File: src/rtl/visbuffer.sv
`default_nettype none
// ============================================================================
//  Module      : visbuffer
//  Description : N-bank visibility frame buffer between the final-stage
//                accumulator and a host-facing AXI4-Stream. Complete frames
//                of TOTAL re/im pairs are written into a free bank.
//                Committed banks are streamed out in FIFO order at one beat
//                per cycle through a two-entry output skid.
//                Ports:
//                  clock, reset         - clock, synchronous active-high reset
//                  acc_valid_i/last_i   - accumulator word strobe / frame end
//                  acc_revis_i/imvis_i  - accumulator data
//                  m_tvalid_o/tready_i/tlast_o, m_revis_o/imvis_o - AXIS out
//                  level_o/full_o/empty_o - committed-bank occupancy
//                  overflow_o/frame_err_o - one-cycle drop pulses
//                  drops_o              - saturating dropped-frame count
//  Revision    : 1.0 - initial release
// ============================================================================
module visbuffer #(
    parameter int WIDTH = 32,
    parameter int TOTAL = 30,
    parameter int BANKS = 2,
    parameter int DBITS = 16
) (
    input  logic                         clock,
    input  logic                         reset,
    input  logic                         acc_valid_i,
    input  logic                         acc_last_i,
    input  logic [WIDTH-1:0]             acc_revis_i,
    input  logic [WIDTH-1:0]             acc_imvis_i,
    output logic                         m_tvalid_o,
    input  logic                         m_tready_i,
    output logic                         m_tlast_o,
    output logic [WIDTH-1:0]             m_revis_o,
    output logic [WIDTH-1:0]             m_imvis_o,
    output logic [$clog2(BANKS+1)-1:0]   level_o,
    output logic                         full_o,
    output logic                         empty_o,
    output logic                         overflow_o,
    output logic                         frame_err_o,
    output logic [DBITS-1:0]             drops_o
);

    localparam int AW    = $clog2(TOTAL);
    localparam int BW    = $clog2(BANKS);
    localparam int LW    = $clog2(BANKS+1);
    localparam int DEPTH = BANKS * TOTAL;
    localparam int MW    = $clog2(DEPTH);

    localparam logic [1:0] S_IDLE = 2'd0;
    localparam logic [1:0] S_FILL = 2'd1;
    localparam logic [1:0] S_DROP = 2'd2;

    logic [WIDTH-1:0] r_mem_re [DEPTH];
    logic [WIDTH-1:0] r_mem_im [DEPTH];

    logic [1:0]       r_state;
    logic [BW-1:0]    r_wbank;
    logic [AW-1:0]    r_waddr;
    logic [LW-1:0]    r_level;
    logic             r_full;
    logic             r_empty;
    logic             r_overflow;
    logic             r_frame_err;
    logic [DBITS-1:0] r_drops;

    // Read side: fetch pointer plus count of banks whose words have all been
    // fetched but whose last beat has not yet been handed off.
    logic [BW-1:0]    r_fbank;
    logic [AW-1:0]    r_faddr;
    logic [LW-1:0]    r_fetched;
    logic             r_pend;
    logic             r_rd_last;
    logic [WIDTH-1:0] r_rd_re;
    logic [WIDTH-1:0] r_rd_im;
    logic [1:0]       r_cnt;
    logic             r_out_last;
    logic [WIDTH-1:0] r_out_re;
    logic [WIDTH-1:0] r_out_im;
    logic             r_skid_last;
    logic [WIDTH-1:0] r_skid_re;
    logic [WIDTH-1:0] r_skid_im;

    logic             w_pop;
    logic             w_release;
    logic             w_no_room;
    logic             w_at_end;
    logic             w_commit;
    logic             w_ovf;
    logic             w_err;
    logic             w_we;
    logic             w_issue;
    logic             w_fetch_end;
    logic [2:0]       w_after;
    logic [LW-1:0]    w_level_nxt;
    logic [MW-1:0]    w_waddr;
    logic [MW-1:0]    w_raddr;

    assign w_pop     = m_tvalid_o && m_tready_i;
    assign w_release = w_pop && r_out_last;
    // Room is judged after any same-cycle release so a bank freed by the
    // final beat can be refilled immediately.
    assign w_no_room = ((r_level - LW'(w_release)) == LW'(BANKS));
    assign w_at_end  = (r_waddr == AW'(TOTAL-1));
    assign w_commit  = acc_valid_i && (r_state == S_FILL) && w_at_end && acc_last_i;
    assign w_ovf     = acc_valid_i && (r_state == S_IDLE) && w_no_room;
    // In FILL a frame is well formed only when last coincides with the end.
    assign w_err     = acc_valid_i &&
                       (((r_state == S_IDLE) && !w_no_room && acc_last_i) ||
                        ((r_state == S_FILL) && (acc_last_i != w_at_end)));
    assign w_we      = acc_valid_i &&
                       (((r_state == S_IDLE) && !w_no_room) || (r_state == S_FILL));
    assign w_level_nxt = r_level + LW'(w_commit) - LW'(w_release);

    // Issue a read only when its data is guaranteed a skid slot on arrival.
    assign w_after     = {1'b0, r_cnt} + {2'b00, r_pend} - {2'b00, w_pop};
    assign w_issue     = (r_level > r_fetched) && (w_after < 3'd2);
    assign w_fetch_end = (r_faddr == AW'(TOTAL-1));

    assign w_waddr = MW'(r_wbank) * MW'(TOTAL) + MW'(r_waddr);
    assign w_raddr = MW'(r_fbank) * MW'(TOTAL) + MW'(r_faddr);

    // Frame RAMs: not reset, synchronous one-cycle read.
    always_ff @(posedge clock) begin
        if (w_we) begin
            r_mem_re[w_waddr] <= acc_revis_i;
            r_mem_im[w_waddr] <= acc_imvis_i;
        end
        if (w_issue) begin
            r_rd_re <= r_mem_re[w_raddr];
            r_rd_im <= r_mem_im[w_raddr];
        end
    end

    // Write FSM, occupancy and status.
    always_ff @(posedge clock) begin
        if (reset) begin
            r_state     <= S_IDLE;
            r_wbank     <= '0;
            r_waddr     <= '0;
            r_level     <= '0;
            r_full      <= 1'b0;
            r_empty     <= 1'b1;
            r_overflow  <= 1'b0;
            r_frame_err <= 1'b0;
            r_drops     <= '0;
        end else begin
            r_overflow  <= w_ovf;
            r_frame_err <= w_err;
            r_level     <= w_level_nxt;
            r_full      <= (w_level_nxt == LW'(BANKS));
            r_empty     <= (w_level_nxt == '0);
            if ((w_ovf || w_err) && (r_drops != '1)) begin
                r_drops <= r_drops + 1'b1;
            end
            if (acc_valid_i) begin
                case (r_state)
                    S_IDLE: begin
                        if (w_no_room) begin
                            // A single-word dropped frame is already over.
                            r_state <= acc_last_i ? S_IDLE : S_DROP;
                        end else if (!acc_last_i) begin
                            r_state <= S_FILL;
                            r_waddr <= AW'(1);
                        end
                    end
                    S_FILL: begin
                        if (w_at_end) begin
                            r_waddr <= '0;
                            r_state <= acc_last_i ? S_IDLE : S_DROP;
                            if (acc_last_i) begin
                                r_wbank <= (r_wbank == BW'(BANKS-1)) ? '0 : r_wbank + 1'b1;
                            end
                        end else if (acc_last_i) begin
                            r_waddr <= '0;
                            r_state <= S_IDLE;
                        end else begin
                            r_waddr <= r_waddr + 1'b1;
                        end
                    end
                    S_DROP: begin
                        if (acc_last_i) begin
                            r_state <= S_IDLE;
                        end
                    end
                    default: r_state <= S_IDLE;
                endcase
            end
        end
    end

    // Fetch pointer and output skid (out register plus one spare entry).
    always_ff @(posedge clock) begin
        if (reset) begin
            r_fbank     <= '0;
            r_faddr     <= '0;
            r_fetched   <= '0;
            r_pend      <= 1'b0;
            r_rd_last   <= 1'b0;
            r_cnt       <= '0;
            r_out_last  <= 1'b0;
            r_out_re    <= '0;
            r_out_im    <= '0;
            r_skid_last <= 1'b0;
            r_skid_re   <= '0;
            r_skid_im   <= '0;
        end else begin
            r_pend    <= w_issue;
            r_fetched <= r_fetched + LW'(w_issue && w_fetch_end) - LW'(w_release);
            if (w_issue) begin
                r_rd_last <= w_fetch_end;
                if (w_fetch_end) begin
                    r_faddr <= '0;
                    r_fbank <= (r_fbank == BW'(BANKS-1)) ? '0 : r_fbank + 1'b1;
                end else begin
                    r_faddr <= r_faddr + 1'b1;
                end
            end

            if ((r_cnt == 2'd0) || (w_pop && (r_cnt == 2'd1))) begin
                if (r_pend) begin
                    r_out_last <= r_rd_last;
                    r_out_re   <= r_rd_re;
                    r_out_im   <= r_rd_im;
                end
            end else if (w_pop && (r_cnt == 2'd2)) begin
                r_out_last <= r_skid_last;
                r_out_re   <= r_skid_re;
                r_out_im   <= r_skid_im;
            end

            if (r_pend && (((r_cnt == 2'd1) && !w_pop) || ((r_cnt == 2'd2) && w_pop))) begin
                r_skid_last <= r_rd_last;
                r_skid_re   <= r_rd_re;
                r_skid_im   <= r_rd_im;
            end

            r_cnt <= w_after[1:0];
        end
    end

    assign m_tvalid_o  = (r_cnt != 2'd0);
    assign m_tlast_o   = r_out_last;
    assign m_revis_o   = r_out_re;
    assign m_imvis_o   = r_out_im;
    assign level_o     = r_level;
    assign full_o      = r_full;
    assign empty_o     = r_empty;
    assign overflow_o  = r_overflow;
    assign frame_err_o = r_frame_err;
    assign drops_o     = r_drops;

endmodule
`default_nettype wire

File: config.mk
export PLATFORM = sky130hd
export DESIGN_NAME = visbuffer
export DESIGN_NICKNAME = d
export VERILOG_FILES = /design/src/rtl/visbuffer.sv
export SDC_FILE = /design/constraint.sdc
export NUM_CORES = 2
export LEC_CHECK = 0
export ABC_AREA = 1
export CORE_ASPECT_RATIO = 1.5
export CORE_MARGIN = 2
export CORE_UTILIZATION = 40
export DETAILED_ROUTE_END_ITERATION = 10
export SYNTH_ARGS = -nofsm -noshare
export SYNTH_HDL_FRONTEND = slang
export SYNTH_SLANG_ARGS = --single-unit
File: constraint.sdc
create_clock -name clock -period 6.9 [get_ports clock]
set_input_delay 0.69 -clock clock [delete_from_list [all_inputs] [get_ports clock]]
set_output_delay 0.69 -clock clock [all_outputs]
set_load 0.1 [all_outputs]
==> flow_metrics.tcl <==
set metrics [dict create \
    avgRoutedWirePerCell_um 25.9 \
    yosysWarnings 0 \
    drc_errors 0 \
    fillers 36000 \
    pwr-share-clk_pct 42.3 \
    grt_max_degree 209 \
    grt_pass1_vias 99700 \
    htreeDepth 5 \
    cts.clk_slew.worst_paths_ps 60 \
    layout.nets 13200 \
    synth_area_um2 162000 \
    dp_slack_ps 2140 \
    peakVddDrop_mv 0.196 \
    layoutNonFillerInstCount 18700 \
    crit_arrival_ps 4960 \
    clockBufferDepth 4 \
    grt_use_total_pct 23.0 \
    fmax_ghz 0.227 \
    area_growth_pct 11.9 \
    ios 157 \
    cts_setup_buffers 0 \
    die_x_um 524 \
    final_common_cell "edfxtp_1" \
    synth_edf_count 3904 \
    status "finished, final reports clean" \
    setup_viol 0 \
    rows 286 \
    die_y_um 783 \
    hold_class "input port to register" \
    tritoncts "yes" \
    dp_hpwl_um 264000 \
    drive_above_1_share_pct 7.18 \
    cts_sinks 4076 \
    hold_viol_final 0 \
    async_flop_share_pct 0 \
    start_util_pct 40.1 \
    max_cap_violations 0 \
    p_sw_mw 9.78 \
    synth_cell_types 41 \
    cts.repair.resized 0 \
    clock_latency_ps 960 \
    grt_antenna_before_repair 53 \
    rsz0062_at_grt "false" \
    endpoint_kind "register" \
    finalCriticalPeriod_ps 4410 \
    fin_setup_tns_ps 0 \
    vias_per_cell 5.65 \
    combPwrFrac_pct 1.5 \
    p_leak_nw 60.6 \
    ctsHoldBuffers 0 \
    syn_nets 13300 \
    root_buffer "clkbuf_16" \
    synth_flop_cell "edfxtp_1" \
    cp-start-kind "register" \
    fin_ws_ps 2490 \
    max-slew-margin-rel_pct 19.3 \
    finClkSkew_ps 52.5 \
    powerDensity_nw_per_um2 267 \
    yosys.area.top_type "edfxtp_1" \
    vias 106000 \
    final.period_utilization_pct 64.0 \
    avgSynthCellArea_um2 12.3 \
    synth_seq_area_share_pct 74.5 \
    routed_wirelength_um 486000 \
    synth_area_leaders "edfxtp_1 72%, nand2_1 5.4%, nand3_1 5.0%" \
    crit_path_max_fanout 21 \
    port_buffers 156 \
    final_max_slew_viol_count 0 \
    critical_path_class "register to register" \
    sw_frac_of_total_pct 20.2 \
    place.gp.congestion 0.829 \
    core_um2 404000 \
    layout_common_cells "3904 x edfxtp_1, 2306 x nand2_1, 1615 x nand3_1" \
    tightest_slew_ps 1210 \
    synth-seq-cells 4076 \
    seqPwrFrac_pct 56.2 \
    numCtsBuffers 366 \
    internal-power_mw 38.6 \
    grt_pass1_wl_um 696000 \
    dieArea_um2 410000 \
    synthCells 13200 \
    grt_overflow 0 \
    drt_iter0_drc 12100 \
    dr.pass1.iters 6 \
    dp.cells 18100 \
    yosysTopAreaCellShare_pct 72.4 \
    finalPower_mw 48.4 \
    required_ps 7450 \
    ant_nets 0 \
]
## worst max-delay path, cell delays in order, from the launching register on
cell,delay (ps)
dfxtp_1,420
ha_1,210
inv_1,50
fa_1,390
o21ai_0,770
nand3_1,820
nor2_4,760
buf_4,530
## cell families (layout without fill, tap and decap cells)
group	count (synthesis)	count (layout)	share of synthesized area (%)
other	0	30	0
adder cells (fa/ha/maj)	23	23	0.192
AO/OA/AOI/OAI	2357	2357	7.84
AND/OR/NAND/NOR	5555	5555	14.2
XOR/XNOR	23	23	0.124
flip-flops	4076	4076	74.5
buffers and inverters	1149	1348	3.15
## Yosys cell counts (20+ instances only)
library cell,instances
buf_1,94
a21oi_1,209
o21ai_1,208
clkbuf_1,414
nand3_1,1615
o22ai_1,410
o211ai_1,120
edfxtp_1,3904
buf_4,79
a31oi_1,66
nand2_1,2309
buf_2,306
o21ai_0,1339
ha_1,20
nor2_1,1592
dfxtp_1,172
inv_1,234
## layer usage
metal / part of all wire, % / vias to the layer above / global-route usage [%]
li1: - / 47300 / -
met1: 39 / 53100 / 29.7
met3: 7.7 / 896 / 3.34
met4: 4.3 / 32 / 9.23
met5: 0.039 / - / 0
met2: 49 / 4598 / 39.0
## path summary, 6_finish.rpt
path	from	endpoint	slack (ps)	cells after the start
worst max-delay path	r_wbank$_SDFFE_PP0P_	r_mem_re[49][0]$_DFFE_PP_	2490	7
worst min-delay path	acc_revis_i[25]	r_mem_re[2][25]$_DFFE_PP_	390	2
worst max register to register	r_wbank$_SDFFE_PP0P_	r_mem_re[49][0]$_DFFE_PP_	2490	7
worst min register to register	r_skid_re[27]$_SDFFE_PP0P_	m_revis_o[27]$_SDFFE_PP0P_	470	2
## power by group through the flow
stage	combinational [mW]	clock, mW	sequential, mW
6_report	0.717	20.5	27.2
3_5_place_dp	0.718	0	27.7
5_1_grt	0.773	21.6	27.2
2_1_floorplan	0.156	0	27.7
4_1_cts	0.719	20.7	27.2
3_3_place_gp	0.706	0	27.7
## layout make-up
type	count	area [um2]	area share, %
Clock buffer	439	9560	5.28
Clock inverter	218	2200	1.22
Multi-Input combinational cell	7958	36700	20.3
Antenna cell	30	75.1	0.0414
Timing Repair Buffer	451	4340	2.40
Tap cell	5328	6670	3.68
Inverter	240	946	0.522
Sequential cell	4076	121000	66.6
## registers in the layout, summed over array words and instances (netlist names), 2 cells and up
signal	count
drops_o	16
level_o	2
m_imvis_o	32
m_revis_o	32
r_cnt	2
r_faddr	5
r_fetched	2
r_mem_im	1920
r_mem_re	1920
r_rd_im	32
r_rd_re	32
r_skid_im	32
r_skid_re	32
r_state	2
r_waddr	5
## through the flow
step	cell area, um2	hold slack (ps)	util [%]
floorplan	162000	455	-
global placement	169000	462	42.0
detailed placement	169000	471	42.0
CTS	181000	361	44.9
global route	181000	403	44.9
finish	181000	386	44.9
(Power assumes the default switching activity.)
